[src/rtl/kmeans_k3n5_centroid_update_pkg.sv]
// Shared definitions for the k-means (K=3, N=5) centroid update block:
// cluster/dimension counts, FSM state encoding and accumulator width helpers.
package kmeans_k3n5_centroid_update_pkg;

    // Number of clusters and number of coordinates per point.
    localparam int K = 3;
    localparam int N = 5;

    // Top-level controller states.
    typedef enum logic [2:0] {
        ST_IDLE = 3'd0,
        ST_ACC  = 3'd1,
        ST_DIV  = 3'd2,
        ST_EMIT = 3'd3,
        ST_DONE = 3'd4
    } state_t;

    // A per-cluster coordinate sum must hold qty * max_coordinate without overflow.
    function automatic int sum_width(input int data_w, input int qty_bit_w);
        return data_w + qty_bit_w;
    endfunction

    // A per-cluster count must reach qty itself, hence one extra bit.
    function automatic int cnt_width(input int qty_bit_w);
        return qty_bit_w + 1;
    endfunction

endpackage

[src/rtl/kmeans_k3n5_centroid_update_seq_divider.sv]
// Iterative restoring divider: one quotient bit per cycle, dividend_width
// cycles from start to done. The dividend register doubles as the quotient
// register (dividend bits shift out of the top, quotient bits shift in at the
// bottom). The caller guarantees a non-zero divisor.
module kmeans_seq_divider #(
    parameter int dividend_width = 16,
    parameter int divisor_width  = 9,
    parameter int quotient_width = 8
) (
    input  logic                      clk,
    input  logic                      rst,
    input  logic                      start,
    input  logic [dividend_width-1:0] dividend,
    input  logic [divisor_width-1:0]  divisor,
    output logic                      busy,
    output logic                      done,
    output logic [quotient_width-1:0] quotient
);

    localparam int iter_w = $clog2(dividend_width + 1);

    logic [dividend_width-1:0] dq_q, dq_d;
    logic [divisor_width-1:0]  rem_q, rem_d;
    logic [divisor_width-1:0]  dvs_q, dvs_d;
    logic [iter_w-1:0]         iter_q, iter_d;
    logic                      busy_q, busy_d;
    logic                      done_q, done_d;
    logic [divisor_width:0]    trial_s;
    logic [divisor_width:0]    diff_s;

    // One restoring step per busy cycle; a start loads operands when idle.
    always_comb begin
        dq_d    = dq_q;
        rem_d   = rem_q;
        dvs_d   = dvs_q;
        iter_d  = iter_q;
        busy_d  = busy_q;
        done_d  = 1'b0;
        trial_s = {rem_q, dq_q[dividend_width-1]};
        diff_s  = trial_s - {1'b0, dvs_q};
        if (busy_q) begin
            if (trial_s >= {1'b0, dvs_q}) begin
                rem_d = diff_s[divisor_width-1:0];
                dq_d  = {dq_q[dividend_width-2:0], 1'b1};
            end else begin
                rem_d = trial_s[divisor_width-1:0];
                dq_d  = {dq_q[dividend_width-2:0], 1'b0};
            end
            iter_d = iter_q - iter_w'(1);
            if (iter_q == iter_w'(1)) begin
                busy_d = 1'b0;
                done_d = 1'b1;
            end else begin
                busy_d = 1'b1;
            end
        end else if (start) begin
            dq_d   = dividend;
            dvs_d  = divisor;
            rem_d  = '0;
            iter_d = iter_w'(dividend_width);
            busy_d = 1'b1;
        end else begin
            busy_d = 1'b0;
        end
    end

    // Divider state registers.
    always_ff @(posedge clk or posedge rst) begin
        if (rst) begin
            dq_q   <= '0;
            rem_q  <= '0;
            dvs_q  <= '0;
            iter_q <= '0;
            busy_q <= 1'b0;
            done_q <= 1'b0;
        end else begin
            dq_q   <= dq_d;
            rem_q  <= rem_d;
            dvs_q  <= dvs_d;
            iter_q <= iter_d;
            busy_q <= busy_d;
            done_q <= done_d;
        end
    end

    assign busy     = busy_q;
    assign done     = done_q;
    assign quotient = dq_q[quotient_width-1:0];

endmodule

[src/rtl/kmeans_k3n5_centroid_update.sv]
// K-means centroid update for 3 clusters x 5 dimensions. Accumulates labelled
// points per cluster, then computes floor(sum / count) for each of the 15
// centroid coordinates with one shared sequential divider and streams them out
// cluster-major over a valid/ready handshake. Empty clusters are flagged.
module kmeans_k3n5_centroid_update
    import kmeans_k3n5_centroid_update_pkg::*;
#(
    parameter int data_width               = 8,
    parameter int input_data_qty_bit_width = 8,
    parameter int input_data_qty           = 256
) (
    input  logic                  clk,
    input  logic                  rst,
    input  logic                  start,
    input  logic                  in_valid,
    output logic                  in_ready,
    input  logic [1:0]            in_cluster,
    input  logic [data_width-1:0] in_d0,
    input  logic [data_width-1:0] in_d1,
    input  logic [data_width-1:0] in_d2,
    input  logic [data_width-1:0] in_d3,
    input  logic [data_width-1:0] in_d4,
    input  logic                  in_last,
    output logic                  out_valid,
    input  logic                  out_ready,
    output logic [1:0]            out_cluster,
    output logic [2:0]            out_dim,
    output logic [data_width-1:0] out_data,
    output logic                  out_empty,
    output logic                  busy,
    output logic                  done
);

    localparam int sum_w = sum_width(data_width, input_data_qty_bit_width);
    localparam int cnt_w = cnt_width(input_data_qty_bit_width);

    state_t state_q, state_d;

    logic [sum_w-1:0]      sum_q [K][N];
    logic [sum_w-1:0]      sum_d [K][N];
    logic [cnt_w-1:0]      cnt_q [K];
    logic [cnt_w-1:0]      cnt_d [K];
    logic [cnt_w-1:0]      pt_cnt_q, pt_cnt_d;
    logic [1:0]            cl_q, cl_d;
    logic [2:0]            dim_q, dim_d;
    logic                  div_started_q, div_started_d;

    logic                  in_ready_q, in_ready_d;
    logic                  out_valid_q, out_valid_d;
    logic [1:0]            out_cluster_q, out_cluster_d;
    logic [2:0]            out_dim_q, out_dim_d;
    logic [data_width-1:0] out_data_q, out_data_d;
    logic                  out_empty_q, out_empty_d;
    logic                  busy_q, busy_d;
    logic                  done_q, done_d;

    logic [data_width-1:0] point_s [N];
    logic                  xfer_s;
    logic                  div_start_s;
    logic                  div_busy_s;
    logic                  div_done_s;
    logic [sum_w-1:0]      div_dividend_s;
    logic [cnt_w-1:0]      div_divisor_s;
    logic [data_width-1:0] div_quot_s;

    // Gather the point coordinates into an indexable array.
    always_comb begin
        point_s[0] = in_d0;
        point_s[1] = in_d1;
        point_s[2] = in_d2;
        point_s[3] = in_d3;
        point_s[4] = in_d4;
    end

    assign xfer_s = in_valid && in_ready_q;

    // Divider operands follow the coordinate currently being resolved.
    always_comb begin
        div_dividend_s = sum_q[cl_q][dim_q];
        div_divisor_s  = cnt_q[cl_q];
    end

    kmeans_seq_divider #(
        .dividend_width (sum_w),
        .divisor_width  (cnt_w),
        .quotient_width (data_width)
    ) u_div (
        .clk      (clk),
        .rst      (rst),
        .start    (div_start_s),
        .dividend (div_dividend_s),
        .divisor  (div_divisor_s),
        .busy     (div_busy_s),
        .done     (div_done_s),
        .quotient (div_quot_s)
    );

    // Controller next-state, accumulation and output-register logic.
    always_comb begin
        state_d       = state_q;
        sum_d         = sum_q;
        cnt_d         = cnt_q;
        pt_cnt_d      = pt_cnt_q;
        cl_d          = cl_q;
        dim_d         = dim_q;
        div_started_d = div_started_q;
        out_valid_d   = out_valid_q;
        out_cluster_d = out_cluster_q;
        out_dim_d     = out_dim_q;
        out_data_d    = out_data_q;
        out_empty_d   = out_empty_q;
        done_d        = 1'b0;
        div_start_s   = 1'b0;

        case (state_q)
            ST_IDLE, ST_DONE: begin
                if (start) begin
                    for (int c = 0; c < K; c++) begin
                        cnt_d[c] = '0;
                        for (int k = 0; k < N; k++) begin
                            sum_d[c][k] = '0;
                        end
                    end
                    pt_cnt_d      = '0;
                    cl_d          = 2'd0;
                    dim_d         = 3'd0;
                    div_started_d = 1'b0;
                    state_d       = ST_ACC;
                end else begin
                    state_d = state_q;
                end
            end

            ST_ACC: begin
                if (xfer_s) begin
                    // Label 3 still counts as a transfer but contributes nothing.
                    if (in_cluster != 2'd3) begin
                        for (int k = 0; k < N; k++) begin
                            sum_d[in_cluster][k] = sum_q[in_cluster][k] + sum_w'(point_s[k]);
                        end
                        cnt_d[in_cluster] = cnt_q[in_cluster] + cnt_w'(1);
                    end else begin
                        cnt_d = cnt_q;
                    end
                    pt_cnt_d = pt_cnt_q + cnt_w'(1);
                    if (in_last || (pt_cnt_d == cnt_w'(input_data_qty))) begin
                        cl_d          = 2'd0;
                        dim_d         = 3'd0;
                        div_started_d = 1'b0;
                        state_d       = ST_DIV;
                    end else begin
                        state_d = ST_ACC;
                    end
                end else begin
                    state_d = ST_ACC;
                end
            end

            ST_DIV: begin
                if (cnt_q[cl_q] == '0) begin
                    // Nothing to divide: report an empty cluster straight away.
                    out_valid_d   = 1'b1;
                    out_empty_d   = 1'b1;
                    out_data_d    = '0;
                    out_cluster_d = cl_q;
                    out_dim_d     = dim_q;
                    state_d       = ST_EMIT;
                end else if (!div_started_q) begin
                    if (!div_busy_s) begin
                        div_start_s   = 1'b1;
                        div_started_d = 1'b1;
                    end else begin
                        div_started_d = 1'b0;
                    end
                end else if (div_done_s) begin
                    out_valid_d   = 1'b1;
                    out_empty_d   = 1'b0;
                    out_data_d    = div_quot_s;
                    out_cluster_d = cl_q;
                    out_dim_d     = dim_q;
                    div_started_d = 1'b0;
                    state_d       = ST_EMIT;
                end else begin
                    state_d = ST_DIV;
                end
            end

            ST_EMIT: begin
                if (out_ready) begin
                    out_valid_d = 1'b0;
                    if ((cl_q == 2'd2) && (dim_q == 3'd4)) begin
                        done_d  = 1'b1;
                        state_d = ST_DONE;
                    end else if (dim_q == 3'd4) begin
                        dim_d   = 3'd0;
                        cl_d    = cl_q + 2'd1;
                        state_d = ST_DIV;
                    end else begin
                        dim_d   = dim_q + 3'd1;
                        state_d = ST_DIV;
                    end
                end else begin
                    state_d = ST_EMIT;
                end
            end

            default: begin
                state_d = ST_IDLE;
            end
        endcase

        in_ready_d = (state_d == ST_ACC);
        busy_d     = (state_d == ST_ACC) || (state_d == ST_DIV) || (state_d == ST_EMIT);
    end

    // State, accumulator and output registers; reset abandons any pass.
    always_ff @(posedge clk or posedge rst) begin
        if (rst) begin
            state_q       <= ST_IDLE;
            for (int c = 0; c < K; c++) begin
                cnt_q[c] <= '0;
                for (int k = 0; k < N; k++) begin
                    sum_q[c][k] <= '0;
                end
            end
            pt_cnt_q      <= '0;
            cl_q          <= 2'd0;
            dim_q         <= 3'd0;
            div_started_q <= 1'b0;
            in_ready_q    <= 1'b0;
            out_valid_q   <= 1'b0;
            out_cluster_q <= 2'd0;
            out_dim_q     <= 3'd0;
            out_data_q    <= '0;
            out_empty_q   <= 1'b0;
            busy_q        <= 1'b0;
            done_q        <= 1'b0;
        end else begin
            state_q       <= state_d;
            sum_q         <= sum_d;
            cnt_q         <= cnt_d;
            pt_cnt_q      <= pt_cnt_d;
            cl_q          <= cl_d;
            dim_q         <= dim_d;
            div_started_q <= div_started_d;
            in_ready_q    <= in_ready_d;
            out_valid_q   <= out_valid_d;
            out_cluster_q <= out_cluster_d;
            out_dim_q     <= out_dim_d;
            out_data_q    <= out_data_d;
            out_empty_q   <= out_empty_d;
            busy_q        <= busy_d;
            done_q        <= done_d;
        end
    end

    assign in_ready    = in_ready_q;
    assign out_valid   = out_valid_q;
    assign out_cluster = out_cluster_q;
    assign out_dim     = out_dim_q;
    assign out_data    = out_data_q;
    assign out_empty   = out_empty_q;
    assign busy        = busy_q;
    assign done        = done_q;

endmodule

[config.mk]
export PLATFORM = sky130hd
export DESIGN_NAME = kmeans_k3n5_centroid_update
export DESIGN_NICKNAME = d
export VERILOG_FILES = /design/src/rtl/kmeans_k3n5_centroid_update_pkg.sv /design/src/rtl/kmeans_k3n5_centroid_update_seq_divider.sv /design/src/rtl/kmeans_k3n5_centroid_update.sv
export SDC_FILE = /design/constraint.sdc
export NUM_CORES = 1
export LEC_CHECK = 0
export CORE_MARGIN = 10
export CORE_UTILIZATION = 25
export DETAILED_ROUTE_END_ITERATION = 8
export PLACE_DENSITY = 0.48
export SLEW_MARGIN = 20
export SYNTH_ARGS = -nofsm -noshare
export SYNTH_HDL_FRONTEND = slang
export SYNTH_SLANG_ARGS = --single-unit
export TNS_END_PERCENT = 30
[constraint.sdc]
create_clock -name clk -period 30.8 [get_ports clk]
set_input_delay 6.16 -clock clk [delete_from_list [all_inputs] [get_ports clk]]
set_output_delay 6.16 -clock clk [all_outputs]
set_load 0.1 [all_outputs]
==> parameters.txt <==
Parameter                              Value

Critical path
  Buffers & Inverters on Critical Path ... 3
  Kind of launch point of the worst setup path ... input pin
  R2R cell count ... 11
  Maximum fanout along the worst path ... 63
  Reg2Reg Setup Slack ... ~26 ns
  Delay of the slowest critical-path stage ... 0.90 ns
  Worst Path Required ... 31.24 ns
  Depth of the critical timing path with buffers and inverters included ... 15
  Critical Path Sink Type ... flip-flop
  Data arrival, critical path ... 10.59 ns
  Dominant delay contributor by cell family on the critical path ... buffers and inverters
  CP endpoint ... sum_q[12]
  Start point of the critical path ... in_cluster[0]
  Crit path max-delay cell type ... buf_4
  Critical path, cell by cell ... buf_2, buf_4, nor2b_4, buf_4, nand2_1, o21ai_0, ha_1, fa_1, a21oi_1, nor2b_1, o31ai_1, a21boi_0, nand3_1, xor2_1, o21ai_0
  Endpoint of the worst-slack reg-to-reg timing path ... u_div.dq_q[4]
  Reg-to-reg critical path startpoint ... cl_q[1]
  Startpoint-to-endpoint class of the critical path ... input pin to flip-flop

STA
  Worst clock skew ... 0.02909 ns
  Endpoints failing setup ... 0
  Clock period minus worst slack ... ~10 ns
  Transition time at the pin with the least slew margin ... about 1.1 ns
  Fin. Hold Viols ... 0
  Fmax achieved ... between 0.09 and 0.1 GHz
  Setup repair after global routing missed its margin ... false
  Period utilisation layout ... 32.96%
  Max transition margin ... 28.62%
  Total Negative Setup Slacks ... 0 ns
  Slew Viols, Final ... 0

Route
  Drt first-iter violations ... 1308
  Detailed-router iteration count before antenna repair ... 6
  Remaining design rule violation count ... 0
  Vias after detailed routing ... 16030
  Average wire per standard cell ... 20.99 µm
  Number of nets still failing antenna checks after routing ... 0
  Sum of routed wire length over all layers ... 65020 µm
  Post-DR vias/cell ... slightly above 5

Final layout
  Area occupied by multi-input gates ... between 0.01 and 0.015 mm²
  Most common cell after layout, fill and taps aside ... dfrtp_1
  Final core utilization ... 29.15%
  Filler instances ... 8097
  Reg area ... 0.008616 mm²
  Proportion of layout cells with a drive suffix above 1 ... 8.212%
  # nets final ... around 2100
  Commonest cells after routing, fill and taps aside ... dfrtp_1 (340), nand2_1 (321), o21ai_0 (286)
  Number of antenna repair diodes ... 0
  Area growth, synth to finish ... 15.14%

Logic synthesis
  Async S/R FF share, synth ... 100.0%
  Sequential share of the synthesized area ... approximately 44%
  Number of distinct standard cells referenced by the synthesized netlist ... 64
  Total of flip-flops plus latches after synthesis ... 344
  Post-Synth Simple-Gate Area ... 11.19%
  Number of standard cells after synthesis ... between 2000 and 2500
  Number of nets in the synthesized netlist ... 2138
  Cell area after synthesis ... 0.01968 mm²
  Mean area per synthesized cell ... 9.702 µm²
  Mux contribution to synthesized area ... 11.58%
  Synthesized-area fraction occupied by xor and xnor cells ... 3.428%
  Count of flip-flops with a built-in enable after synthesis ... 0
  Top_reg_cell synth ... dfrtp_1
  Fraction of the mapped netlist area in compound gates ... 21.90%
  Main combinational cell family by area after synthesis ... compound AO/OA/AOI/OAI gates
  Ys Warns ... 0
  Post-synthesis share of cell area spent on full adders, half adders and majority gates ... 4.172%

CTS
  Total CTS buffers ... 41
  Post-CTS setup-driven buffer insertion count ... 0
  Clock edge transition at the registers on the reported setup and hold paths ... 0.06 ns
  Depth of the CTS H-tree ... 2
  Root Driver ... clkbuf_16
  Maximum buffer depth of the clock tree ... 3
  Clock latency at the later pin of the worst-skew pair ... 0.59 ns
  Number of cells upsized or downsized after cts ... 0
  TritonCTS clock tree ... built
  Number of hold buffers added after CTS ... 0
  Sinks on Clock Net ... about 340

Power
  Total net switching power ... 0.4578 mW
  Leakage dissipation ... 9.357 nW
  Internal Pwr Total ... 0.8578 mW
  PD cells ... 58.08 mW/mm²
  Sw Ratio ... 34.80%
  Share of power burned in the clock network ... 37.0%
  Post-layout power ... between 1 and 1.5 mW
  Portion of total power attributed to sequential cells ... 37.8%
  Peak supply drop ... 0.00003688 V
  Logic pwr share ... 25.2%

Floorplan
  Die span in x ... 300.5 µm
  Standard-cell row count ... slightly above 100
  Area of the die ... 0.09032 mm²
  Initial cell density of the core ... 25.31%
  Die Ht ... 300.5 µm
  I/O pin count ... 66
  Core area ... 0.07772 mm²

Global routing
  Leftover overflow at the end of global routing ... 0
  Via count of the first global-routing pass ... about 16000
  Global-route total usage across every layer ... 14.13%
  Initial antenna violation count ... 0
  Maximum number of pins on one net before global-route repair ... 176
  First-pass GRT wire length ... 100400 µm

Run
  Number of max-cap violations ... 0

Run status
  Run status ... completed

Placement
  HPWL after detailed placement ... between 40000 and 50000 µm
  Port Buffer Count ... 65
  Final weighted congestion in routability-driven placement ... 0.7787

Min path
  Start point of the worst min-delay path ... u_div.dq_q[13]
  Kind of path behind the tightest hold check ... flip-flop to flip-flop
kinds of logic after synthesis:
kind of cell	Yosys count
fa+ha+maj	62
simple gates	505
compound gates	683
flops	344
buf+inv	176
xor+xnor	77
mux	181
stage by stage:
stage	setup WS, ns	area (µm²)	hold slack, ns	instances
final	20.65	22650	0.4789	3098
after global routing	20.29	22650	0.4971	3098
after detailed placement	20.14	21300	0.4673	3026
after CTS	20.74	22630	0.4793	3097
after global placement	20.23	21300	0.4618	3026
after floorplan	15.10	19680	0.4328	2028
synth_stat cells (3+ instances only):
cell       instances  area, µm²
xor2_1            33      289.0
nor2_1            59      221.5
a21o_1             9      67.56
clkbuf_1          78      292.8
nor3_1            11      55.05
o31ai_1           14      105.1
mux4_2            35      788.3
nand2b_1          19      118.9
o21ai_1            9      45.04
nand3_1           26      130.1
o2bb2ai_1         26      227.7
nand4_1            9      56.30
xnor2_1           44      385.4
nor3_2             6      60.06
a21boi_0           3      22.52
o21ai_0          289       1446
o21bai_1           9      67.56
ha_1              56      700.7
buf_2             34      170.2
o41ai_1            3      26.28
o21a_1             9      67.56
o211ai_1           5      37.54
fa_1               6      120.1
or4_1              5      37.54
and2_1            10      62.56
a21oi_1          106      530.5
mux2i_1          129       1291
buf_1              9      33.78
a31oi_1           30      187.7
and4_1             3      26.28
inv_1             40      150.1
buf_6              6      67.56
a221oi_1          13      113.9
and3_1             4      25.02
nand2_1          324       1216
nor2b_1           16      100.1
a22o_1           118       1033
or2_2              3      18.77
a211oi_1          14      105.1
mux2_2            15      168.9
dfrtp_1          344       8608
o22a_1             8      70.07
buf_4              9      67.56
a211o_1            3      26.28
power by group through the flow:
stage                     registers (mW)  logic (mW)  clock network (mW)
after global routing               0.500       0.358               0.518
after global placement             0.505       0.331                   0
final                              0.497       0.332               0.487
after detailed placement           0.505       0.333                   0
after CTS                          0.497       0.334               0.499
after floorplan                    0.521       0.204                   0
layer usage:
metal | global-route usage [%] | share of wire (%) | up-vias
met2 | 22.67 | 46 | 460
met4 | 3.768 | 2.3 | 0
met5 | 0 | 0 | -
met1 | 19.35 | 46 | 8111
met3 | 2.458 | 5.7 | 78
li1 | - | - | 7381
flip-flops by register name, summed over array words and instances (netlist names), 5 cells and up:
register	flops
sum_q	240
out_data	8
cnt_q	27
pt_cnt_q	9
u_div.dvs_q	9
u_div.dq_q	16
u_div.iter_q	5
u_div.rem_q	9
worst min-delay path by stage:
stage | end | depth (start not counted)
final | u_div.dq_q[13] | 2
after global placement | u_div.dq_q[13] | 2
after global routing | sum_q[175] | 1
after CTS | u_div.dq_q[13] | 2
after floorplan | u_div.done | 1
after detailed placement | u_div.dq_q[13] | 2
cell type report:
type / instances / share of cell area [%]
Clock buffer: 66 / 5.523
Clock inverter: 5 / 0.3369
Inverter: 40 / 0.6959
Multi-Input combinational cell: 1508 / 45.69
Sequential cell: 344 / 38.03
Tap cell: 1040 / 5.744
Timing Repair Buffer: 95 / 3.977
worst register-to-register path, stage by stage, from the launching register on:
cell	delay, ns
dfrtp_4	0.54
buf_4	0.56
buf_4	0.76
mux2_4	0.38
a22oi_2	0.29
nand4_1	0.15
nor3_2	0.42
o31a_1	0.20
buf_4	0.36
a2111oi_1	0.14
buf_4	0.23
a221oi_1	0.21
Power figures use the tool's default switching activity.
